$ cat src/rtl/axi_lite_pkg.sv
`default_nettype none
// +----------------------------------------------------------------------+
// | axi_lite_pkg : shared AXI-lite constants and read-FSM state type     |
// | Revision     : 1.0                                                   |
// +----------------------------------------------------------------------+
package axi_lite_pkg;

    localparam int AXI_DATA_W   = 32;
    localparam int AXI_ADDR_LSB = 2;

    localparam logic [AXI_DATA_W-1:0] OOR_READ_VALUE = 32'h0;

    typedef enum logic [0:0] {
        R_IDLE = 1'b0,
        R_DATA = 1'b1
    } rd_state_t;

endpackage
`default_nettype wire

$ cat src/rtl/axi_lite_if.sv
`default_nettype none
// +----------------------------------------------------------------------+
// | axi_lite_if : AXI-lite AW/W/AR/R channels (no write response)        |
// | Revision    : 1.0                                                    |
// +----------------------------------------------------------------------+
interface axi_lite_if #(
    parameter int ADDR_W = 32,
    parameter int DATA_W = 32
);
    logic [ADDR_W-1:0] write_addr;
    logic              write_addr_valid;
    logic              write_addr_ready;
    logic [DATA_W-1:0] write_data;
    logic              write_data_valid;
    logic              write_data_ready;
    logic [ADDR_W-1:0] read_addr;
    logic              read_addr_valid;
    logic              read_addr_ready;
    logic [DATA_W-1:0] read_data;
    logic              read_data_valid;
    logic              read_data_ready;

    modport master (
        output write_addr, write_addr_valid, input  write_addr_ready,
        output write_data, write_data_valid, input  write_data_ready,
        output read_addr,  read_addr_valid,  input  read_addr_ready,
        input  read_data,  read_data_valid,  output read_data_ready
    );

    modport slave (
        input  write_addr, write_addr_valid, output write_addr_ready,
        input  write_data, write_data_valid, output write_data_ready,
        input  read_addr,  read_addr_valid,  output read_addr_ready,
        output read_data,  read_data_valid,  input  read_data_ready
    );
endinterface
`default_nettype wire

$ cat src/rtl/axi_regbank.sv
`default_nettype none
// +----------------------------------------------------------------------+
// | axi_regbank : register storage, one write port, one async read port  |
// | Revision    : 1.0                                                    |
// +----------------------------------------------------------------------+
module axi_regbank
    import axi_lite_pkg::*;
#(
    parameter int NUM_REGS = 16,
    parameter int IDX_W    = 4
) (
    input  wire logic                           clk,
    input  wire logic                           rstn,
    input  wire logic                           i_wr_en,
    input  wire logic [IDX_W-1:0]               i_wr_idx,
    input  wire logic [AXI_DATA_W-1:0]          i_wr_data,
    input  wire logic [IDX_W-1:0]               i_rd_idx,
    output logic      [AXI_DATA_W-1:0]          o_rd_data,
    output logic      [NUM_REGS*AXI_DATA_W-1:0] o_regs
);

    logic [AXI_DATA_W-1:0] r_mem [NUM_REGS];

    always_ff @(posedge clk or negedge rstn) begin
        if (!rstn) begin
            for (int i = 0; i < NUM_REGS; i++) begin
                r_mem[i] <= '0;
            end
        end else if (i_wr_en) begin
            r_mem[i_wr_idx] <= i_wr_data;
        end
    end

    // Read sees the pre-edge contents, so a same-edge write returns the old value.
    assign o_rd_data = r_mem[i_rd_idx];

    generate
        for (genvar gi = 0; gi < NUM_REGS; gi++) begin : g_flat
            assign o_regs[gi*AXI_DATA_W +: AXI_DATA_W] = r_mem[gi];
        end
    endgenerate

endmodule
`default_nettype wire

$ cat src/rtl/axi_lite_slave_regs.sv
`default_nettype none
// +----------------------------------------------------------------------+
// | axi_lite_slave_regs : AXI-lite slave exporting a 32-bit register bank|
// | Revision            : 1.0                                            |
// +----------------------------------------------------------------------+
module axi_lite_slave_regs
    import axi_lite_pkg::*;
#(
    parameter int NUM_REGS = 16,
    parameter int ADDR_W   = 32,
    parameter int DATA_W   = 32
) (
    input  wire logic                       clk,
    input  wire logic                       rstn,
    axi_lite_if.slave                       bus,
    output logic [NUM_REGS*DATA_W-1:0]      regs_o
);

    localparam int c_idx_w = $clog2(NUM_REGS);
    localparam int c_idx_hi = AXI_ADDR_LSB + c_idx_w;

    logic              r_rst_done;
    logic              r_aw_held;
    logic              r_w_held;
    logic [ADDR_W-1:0] r_aw_addr;
    logic [DATA_W-1:0] r_w_data;
    rd_state_t         r_rd_state;
    logic [DATA_W-1:0] r_read_data;
    logic              r_read_data_valid;

    logic              w_aw_hs;
    logic              w_w_hs;
    logic              w_ar_hs;
    logic              w_commit;
    logic              w_wr_in_range;
    logic              w_rd_in_range;
    logic [DATA_W-1:0] w_rd_word;
    logic              w_unused;

    // Readies depend on flops only; rst_done holds them low for one cycle after reset.
    assign bus.write_addr_ready = r_rst_done & ~r_aw_held;
    assign bus.write_data_ready = r_rst_done & ~r_w_held;
    assign bus.read_addr_ready  = r_rst_done & (r_rd_state == R_IDLE);
    assign bus.read_data        = r_read_data;
    assign bus.read_data_valid  = r_read_data_valid;

    assign w_aw_hs  = bus.write_addr_valid & bus.write_addr_ready;
    assign w_w_hs   = bus.write_data_valid & bus.write_data_ready;
    assign w_ar_hs  = bus.read_addr_valid  & bus.read_addr_ready;
    assign w_commit = r_aw_held & r_w_held;

    assign w_wr_in_range = (r_aw_addr[ADDR_W-1:c_idx_hi] == '0);
    assign w_rd_in_range = (bus.read_addr[ADDR_W-1:c_idx_hi] == '0);

    assign w_unused = ^{r_aw_addr[AXI_ADDR_LSB-1:0], bus.read_addr[AXI_ADDR_LSB-1:0]};

    always_ff @(posedge clk or negedge rstn) begin
        if (!rstn) begin
            r_rst_done <= 1'b0;
        end else begin
            r_rst_done <= 1'b1;
        end
    end

    always_ff @(posedge clk or negedge rstn) begin
        if (!rstn) begin
            r_aw_held <= 1'b0;
            r_w_held  <= 1'b0;
            r_aw_addr <= '0;
            r_w_data  <= '0;
        end else begin
            if (w_aw_hs) begin
                r_aw_held <= 1'b1;
                r_aw_addr <= bus.write_addr;
            end
            if (w_w_hs) begin
                r_w_held <= 1'b1;
                r_w_data <= bus.write_data;
            end
            if (w_commit) begin
                r_aw_held <= 1'b0;
                r_w_held  <= 1'b0;
            end
        end
    end

    always_ff @(posedge clk or negedge rstn) begin
        if (!rstn) begin
            r_rd_state        <= R_IDLE;
            r_read_data       <= '0;
            r_read_data_valid <= 1'b0;
        end else begin
            case (r_rd_state)
                R_IDLE: begin
                    if (w_ar_hs) begin
                        r_read_data       <= w_rd_in_range ? w_rd_word : OOR_READ_VALUE;
                        r_read_data_valid <= 1'b1;
                        r_rd_state        <= R_DATA;
                    end
                end
                R_DATA: begin
                    if (bus.read_data_ready) begin
                        r_read_data_valid <= 1'b0;
                        r_rd_state        <= R_IDLE;
                    end
                end
                default: begin
                    r_read_data_valid <= 1'b0;
                    r_rd_state        <= R_IDLE;
                end
            endcase
        end
    end

    axi_regbank #(
        .NUM_REGS (NUM_REGS),
        .IDX_W    (c_idx_w)
    ) u_regbank (
        .clk       (clk),
        .rstn      (rstn),
        .i_wr_en   (w_commit & w_wr_in_range),
        .i_wr_idx  (r_aw_addr[AXI_ADDR_LSB +: c_idx_w]),
        .i_wr_data (r_w_data),
        .i_rd_idx  (bus.read_addr[AXI_ADDR_LSB +: c_idx_w]),
        .o_rd_data (w_rd_word),
        .o_regs    (regs_o)
    );

endmodule
`default_nettype wire

$ cat src/flat_wrapper.sv
// flat-port wrapper written by rule: the top's interface ports become plain ports
module axi_lite_slave_regs_flat import axi_lite_pkg::*;
#(
    parameter int NUM_REGS = 16,
    parameter int ADDR_W   = 32,
    parameter int DATA_W   = 32
)
  (clk, rstn, regs_o, bus_write_addr, bus_write_addr_valid, bus_write_addr_ready, bus_write_data, bus_write_data_valid, bus_write_data_ready, bus_read_addr, bus_read_addr_valid, bus_read_addr_ready, bus_read_data, bus_read_data_valid, bus_read_data_ready);
  axi_lite_if #(.ADDR_W(ADDR_W), .DATA_W(DATA_W)) bus_i ();
  input  wire logic clk;
  input  wire logic rstn;
  output logic [NUM_REGS*DATA_W-1:0] regs_o;
  input wire logic [$bits(bus_i.write_addr)-1:0] bus_write_addr;
  input wire logic [$bits(bus_i.write_addr_valid)-1:0] bus_write_addr_valid;
  output wire logic [$bits(bus_i.write_addr_ready)-1:0] bus_write_addr_ready;
  input wire logic [$bits(bus_i.write_data)-1:0] bus_write_data;
  input wire logic [$bits(bus_i.write_data_valid)-1:0] bus_write_data_valid;
  output wire logic [$bits(bus_i.write_data_ready)-1:0] bus_write_data_ready;
  input wire logic [$bits(bus_i.read_addr)-1:0] bus_read_addr;
  input wire logic [$bits(bus_i.read_addr_valid)-1:0] bus_read_addr_valid;
  output wire logic [$bits(bus_i.read_addr_ready)-1:0] bus_read_addr_ready;
  output wire logic [$bits(bus_i.read_data)-1:0] bus_read_data;
  output wire logic [$bits(bus_i.read_data_valid)-1:0] bus_read_data_valid;
  input wire logic [$bits(bus_i.read_data_ready)-1:0] bus_read_data_ready;
  assign bus_i.write_addr = bus_write_addr;
  assign bus_i.write_addr_valid = bus_write_addr_valid;
  assign bus_write_addr_ready = bus_i.write_addr_ready;
  assign bus_i.write_data = bus_write_data;
  assign bus_i.write_data_valid = bus_write_data_valid;
  assign bus_write_data_ready = bus_i.write_data_ready;
  assign bus_i.read_addr = bus_read_addr;
  assign bus_i.read_addr_valid = bus_read_addr_valid;
  assign bus_read_addr_ready = bus_i.read_addr_ready;
  assign bus_read_data = bus_i.read_data;
  assign bus_read_data_valid = bus_i.read_data_valid;
  assign bus_i.read_data_ready = bus_read_data_ready;
  axi_lite_slave_regs #(.NUM_REGS(NUM_REGS), .ADDR_W(ADDR_W), .DATA_W(DATA_W)) u_core (.clk(clk), .rstn(rstn), .bus(bus_i), .regs_o(regs_o));
endmodule
$ cat config.mk
export PLATFORM = sky130hd
export DESIGN_NAME = axi_lite_slave_regs_flat
export DESIGN_NICKNAME = d
export VERILOG_FILES = /design/src/rtl/axi_lite_pkg.sv /design/src/rtl/axi_lite_if.sv /design/src/rtl/axi_regbank.sv /design/src/rtl/axi_lite_slave_regs.sv /design/src/flat_wrapper.sv
export SDC_FILE = /design/constraint.sdc
export NUM_CORES = 1
export LEC_CHECK = 0
export BUFFER_PORTS_ARGS = -buffer_cell sky130_fd_sc_hd__buf_4
export CORE_AREA = 2 2 254 256
export DETAILED_ROUTE_END_ITERATION = 10
export DIE_AREA = 0 0 256 258
export PLACE_DENSITY = 0.66
export SYNTH_ARGS = -nofsm -noshare
export SYNTH_HDL_FRONTEND = slang
export SYNTH_SLANG_ARGS = --single-unit
export TNS_END_PERCENT = 50
$ cat constraint.sdc
create_clock -name clk -period 3.04 [get_ports clk]
set_input_delay 0.304 -clock clk [delete_from_list [all_inputs] [get_ports clk]]
set_output_delay 0.304 -clock clk [all_outputs]
set_load 0.1 [all_outputs]
## Word-level counts from Yosys, hierarchy flattened

Cells that the tools add are included.

- Flip-flop bits (word level): 613
- Bits in latches: 0
- RAM bits: 0
- ROM bits: 0
- Bits of input ports: 102
- Output and inout port bits: 548
- Word-level logic and storage cells: 66
- Memories kept: 0

- Add/subtract/negate cells: 0
- Multipliers: 0
- Divide/modulo/power cells: 0
- Order comparisons: 3
- Equal/unequal tests: 2
- Shift-type cells: 0
- Mux-type cells: 17
- Bitwise operators: 13
- Reduce and logical (&&, ||, !) cells: 7

Operator list:

| operator | count |
|---|---|
| bitwise mux 512 bit | 1 |
| binary-select mux 32 bit (select 4 bit) | 1 |
| demux 32 bit (select 4 bit) | 1 |
| 2-to-1 mux 32 bit | 4 |
| logical NOT 26 bit | 2 |
| greater-or-equal comparator 5 bit (second input constant) | 2 |
| inverter 4 -> 5 bit | 2 |
| bitwise AND 1 bit | 8 |
| 2-to-1 mux 1 bit | 8 |
| < comparator 5 x 1 -> 1 bit (second input constant) | 1 |
| one-hot mux 1 bit (2 select lines) | 2 |
| AND reduction 2 bit | 2 |
| nonzero test 2 bit | 2 |
| inverter 1 bit | 3 |
| inequality test 2 x 1 -> 1 bit (second input constant) | 1 |
| inequality test 2 bit (second input constant) | 1 |
| logical AND 1 bit | 1 |

## Depth between registers and ports, before layout

- Word-level depth: 6
- Mapped depth: 7
- Gate-level depth less buffers: 4

## Cells and area by module

A second synthesis with hierarchy kept.

- Cell total of the unflattened synthesis: 1718
- Area total of the unflattened synthesis: 26967.1 um^2

Modules (own cells, without submodules):

| module | times used | cells an instance | area an instance (um^2) | sequential area each (um^2) |
|---|---|---|---|---|
| axi_regbank | 1 | 1404 | 22774.3 | 12812.3 |
| axi_lite_slave_regs | 1 | 314 | 4192.8 | 2477.4 |

## Least setup slack after synthesis

No wires, ideal clock.

- Path type: flip-flop to flip-flop
- Start point: reg u_core.r_rd_state
- End point: reg u_core.r_read_data[10], in the netlist u_core.bus.read_data[10]
- Library setup time: 0.069 ns
- Arrival: 3.233 ns
- Data required time: 2.971 ns
- Path slack: -0.262 ns
- Stages on the path, launching flop included: 6
- Path buffers: 1
- Clock period less this slack: 3.302 ns
- Cells stage by stage: dfrtp_1 -> nor2b_1 -> nand2_1 -> nor4_1 -> clkbuf_1 -> a22o_1

- Cells in the longest elaborated chain, start to end: 4

RTL lines:

| what | RTL line | text |
|---|---|---|
| start: declaration | axi_lite_slave_regs.sv:27 | `rd_state_t r_rd_state;` |
| start signal: assignment | axi_lite_slave_regs.sv:89 | `r_rd_state <= R_IDLE;` |
| start signal: assignment | axi_lite_slave_regs.sv:98 | `r_rd_state <= R_DATA;` |
| start signal: assignment | axi_lite_slave_regs.sv:104 | `r_rd_state <= R_IDLE;` |
| inverter 1 bit (no line) | n/a |  |
| bitwise AND 1 bit | axi_lite_slave_regs.sv:43 | `assign bus.read_addr_ready = r_rst_done & (r_rd_state == R_IDLE);` |
| named net bus_read_addr_ready | flat_wrapper.sv:21 | `output wire logic [$bits(bus_i.read_addr_ready)-1:0] bus_read_addr_ready;` |
| bitwise AND 1 bit | axi_lite_slave_regs.sv:49 | `assign w_ar_hs = bus.read_addr_valid & bus.read_addr_ready;` |
| AND reduction 2 bit (no line) | n/a |  |
| end signal: assignment | axi_lite_slave_regs.sv:96 | `r_read_data <= w_rd_in_range ? w_rd_word : OOR_READ_VALUE;` |
| end: declaration | axi_lite_slave_regs.sv:28 | `logic [DATA_W-1:0] r_read_data;` |

The timed path passes the listed nets, and every way through them passes these cells.
A chain may end at the register's enable or synchronous reset.

## Final worst setup path

- Start point: reg u_core.r_aw_addr[30]
- End point: reg u_core.u_regbank.r_mem (netlist bit u_core.u_regbank.o_regs[400])

- Cells in the longest elaborated chain, start to end: 2

RTL lines:

| what | RTL line | text |
|---|---|---|
| start: declaration | axi_lite_slave_regs.sv:25 | `logic [ADDR_W-1:0] r_aw_addr;` |
| start signal: assignment | axi_lite_slave_regs.sv:74 | `r_aw_addr <= bus.write_addr;` |
| logical NOT 26 bit | axi_lite_slave_regs.sv:52 | `assign w_wr_in_range = (r_aw_addr[ADDR_W-1:c_idx_hi] == '0);` |
| bitwise AND 1 bit | axi_lite_slave_regs.sv:121 | `.i_wr_en (w_commit & w_wr_in_range),` |
| end signal: indexed assignment | axi_regbank.sv:30 | `r_mem[i_wr_idx] <= i_wr_data;` |
| end: declaration | axi_regbank.sv:22 | `logic [AXI_DATA_W-1:0] r_mem [NUM_REGS];` |

Every way passes these cells.

==> results.yml <==
run_status:
  status: "completed"
run:
  maxCapViolations: 0
global_route:
  grt_pass1_vias: 19540
  antenna_found_initial: 2
  grt_usage_pct: 28.14
  overflow: 0
  grt_max_degree: 90
  grt_pass1_wl_um: 136900
place:
  post-place-cells: 3080
  portBuffers: 645
  dp_slack_ns: 0.4060
  gp_congestion: 0.8571
  hpwl_um: 66200
  placed_cell_area_um2: 33180
synthesis:
  synth.top_cell.area_share_pct: 57.20
  ys_ff_latch: 611
  synthCells: 1640
  synth_nets: 1742
  synth_area_um2: 26730
  async_reset_ff_share_pct: 100.0
  ys_types: 28
  yosysSeqAreaShare_pct: 57.20
  yosysTopAreaCell: "dfrtp_1"
  synthFlopType: "dfrtp_1"
  yosys-top-cells-area: "dfrtp_1, mux2_2, mux4_2"
  synth_edf_count: 0
  synth_warnings: 0
  syn_avg_cell_area_um2: 16.30
floorplanning:
  core_um2: 63650
  fp-row-count: 93
  fp.dieH_um: 258
  start_util_pct: 42.00
  chipWidth_um: 256
  ios: 650
  die_area_um2: 66050
final_layout:
  diodes: 0
  areaGrowthSynthToFinish_pct: 34.55
  layout_common_cells: "buf_4, dfrtp_1, mux2_2, mux4_2, mux2_1"
  layout_commonest_cell: "buf_4"
  fin_cells: 3260
  stdcell_area_um2: 35970
  fin_util_pct: 56.51
  layout.nets: 2462
  drive_gt1_share_pct: 61.37
  fillers: 5136
clock_network:
  cts_buffers: 69
  cts_setup_buffers: 0
  clk_latency_ns: 0.60
  cts_tree: "done"
  cts_sinks: 611
  ctsLongestPathBuffers: 3
  clockRootBuffer: "clkbuf_16"
  h-tree-depth: 3
  path_clk_slew_ns: 0.06
  ctsResizeCount: 0
power_and_ir_drop:
  power_per_cell_area_nw_per_um2: 538.5
  peakVddDrop_mv: 0.4918
  total_power_mw: 19.37
  power_leakage_nw: 18.26
sta:
  setup-tns-final_ns: 0
  finalMaxSlewViolations: 0
  hold_violations: 0
  rsz0062_at_grt: "false"
  worst_pin_slew_ns: 1.051
  finalCritPeriodShare_pct: 85.11
  setup_ws_ns: 0.4526
  relSlewSlack_pct: 29.78
  max_freq_mhz: 386.5
  setup_viol: 0
  fin_crit_ns: 2.587
  clock_skew_ns: 0.02126
  worst_hold_slack_ns: 0.2380
drt:
  dr.pass1.iters: 5
  drt-initial-drc-count: 1214
  drt-vias-per-instance: 5.659
  routedWlPerCell_um: 28.49
  drc: 0
  via_count: 18450
  antenna_left: 0
  drt_wl_total_um: 92880
critical_path:
  critPathKind: "register to register"
  worstSetupStartpointType: "register"
  critPathRequiredTime_ns: 3.51
  cp.arrival_ns: 3.05
  crit_path_end_kind: "register"
  worst-path-max-fanout: 17
worst_hold_path:
  hp-class: "input pin to register"
## cells by family after synthesis
family	count (synthesis)	synth area share, %
simple gates	87	2.392
other cells	1	0.01403
compound gates	97	2.846
mux	705	35.08
flops	611	57.20
buf+inv	139	2.476
## what timing repair did
action                                  CTS  global route
hold buffers                             64             0
endpoints found under the setup margin    0             0
hold endpoints to repair                135             0
## registers in the layout (all words and copies together), names as in the netlist
| name | cells |
|---|---|
| u_core.r_rd_state | 1 |
| u_core.r_aw_addr | 30 |
| u_core.r_w_data | 32 |
| u_core.u_regbank.o_regs | 512 |
| u_core.r_aw_held | 1 |
| u_core.r_w_held | 1 |
| u_core.r_rst_done | 1 |
| u_core.bus.read_data_valid | 1 |
| u_core.bus.read_data | 32 |
## per-layer routing
layer | share of wire, % | track usage, % | up-vias
li1 | - | - | 7614
met1 | 39 | 35.08 | 9828
met2 | 48 | 45.41 | 813
met3 | 8.7 | 9.177 | 192
met4 | 4.6 | 11.65 | 0
met5 | 0 | 0 | -
## worst paths after layout
| path | startpoint | to | slack, ns | cells past startpoint |
|---|---|---|---|---|
| setup / recovery | u_core.r_aw_addr[30] | u_core.u_regbank.o_regs[400] | 0.45 | 6 |
| hold / removal | bus_write_addr_valid | u_core.r_aw_held | 0.24 | 4 |
| setup reg to reg | u_core.r_aw_addr[30] | u_core.u_regbank.o_regs[400] | 0.45 | 6 |
| hold reg to reg | u_core.r_aw_addr[6] | u_core.r_aw_addr[6] | 0.51 | 1 |
| max in group asynchronous | rstn | u_core.u_regbank.o_regs[8] | 1.69 | 3 |
| min in group asynchronous | rstn | u_core.u_regbank.o_regs[423] | 0.30 | 2 |
## critical path, stage by stage (launching register included)
cell     delay (ns)
dfrtp_1        0.37
nor4_1         0.47
nand3_2        0.18
buf_4          0.30
nor4_4         0.47
buf_12         0.24
mux2_2         0.36
## cell type report
type | count | area (um2) | area share, %
Inverter | 3 | 11.26 | 0.03131
Multi-Input combinational cell | 890 | 10880 | 30.24
Timing Repair Buffer | 785 | 6573 | 18.27
Tap cell | 855 | 1070 | 2.974
Clock buffer | 93 | 1938 | 5.388
Clock inverter | 23 | 211.5 | 0.5879
Sequential cell | 611 | 15290 | 42.51
## synth_stat cells, types with 2 or more instances
cell type  count
a22oi_1       62
o21ai_0        3
nor4_2         6
a22o_1        32
mux2_2       495
mux2_1        79
dfrtp_1      611
nor2b_1        5
nor4_1        12
nor2_1         2
nor4_4        10
mux4_2       128
inv_1          3
buf_4         28
nand2_1       40
mux2i_1        3
nand2b_1       4
buf_1         15
clkbuf_1      65
or2_2          2
buf_2         28
## report_power, final
group | total, mW | switching, mW | internal (mW)
clock network | 7.96 | 3.32 | 4.65
logic | 1.60 | 0.876 | 0.723
registers | 9.81 | 1.26 | 8.55
No activity file was read; power rests on OpenSTA's default activity.
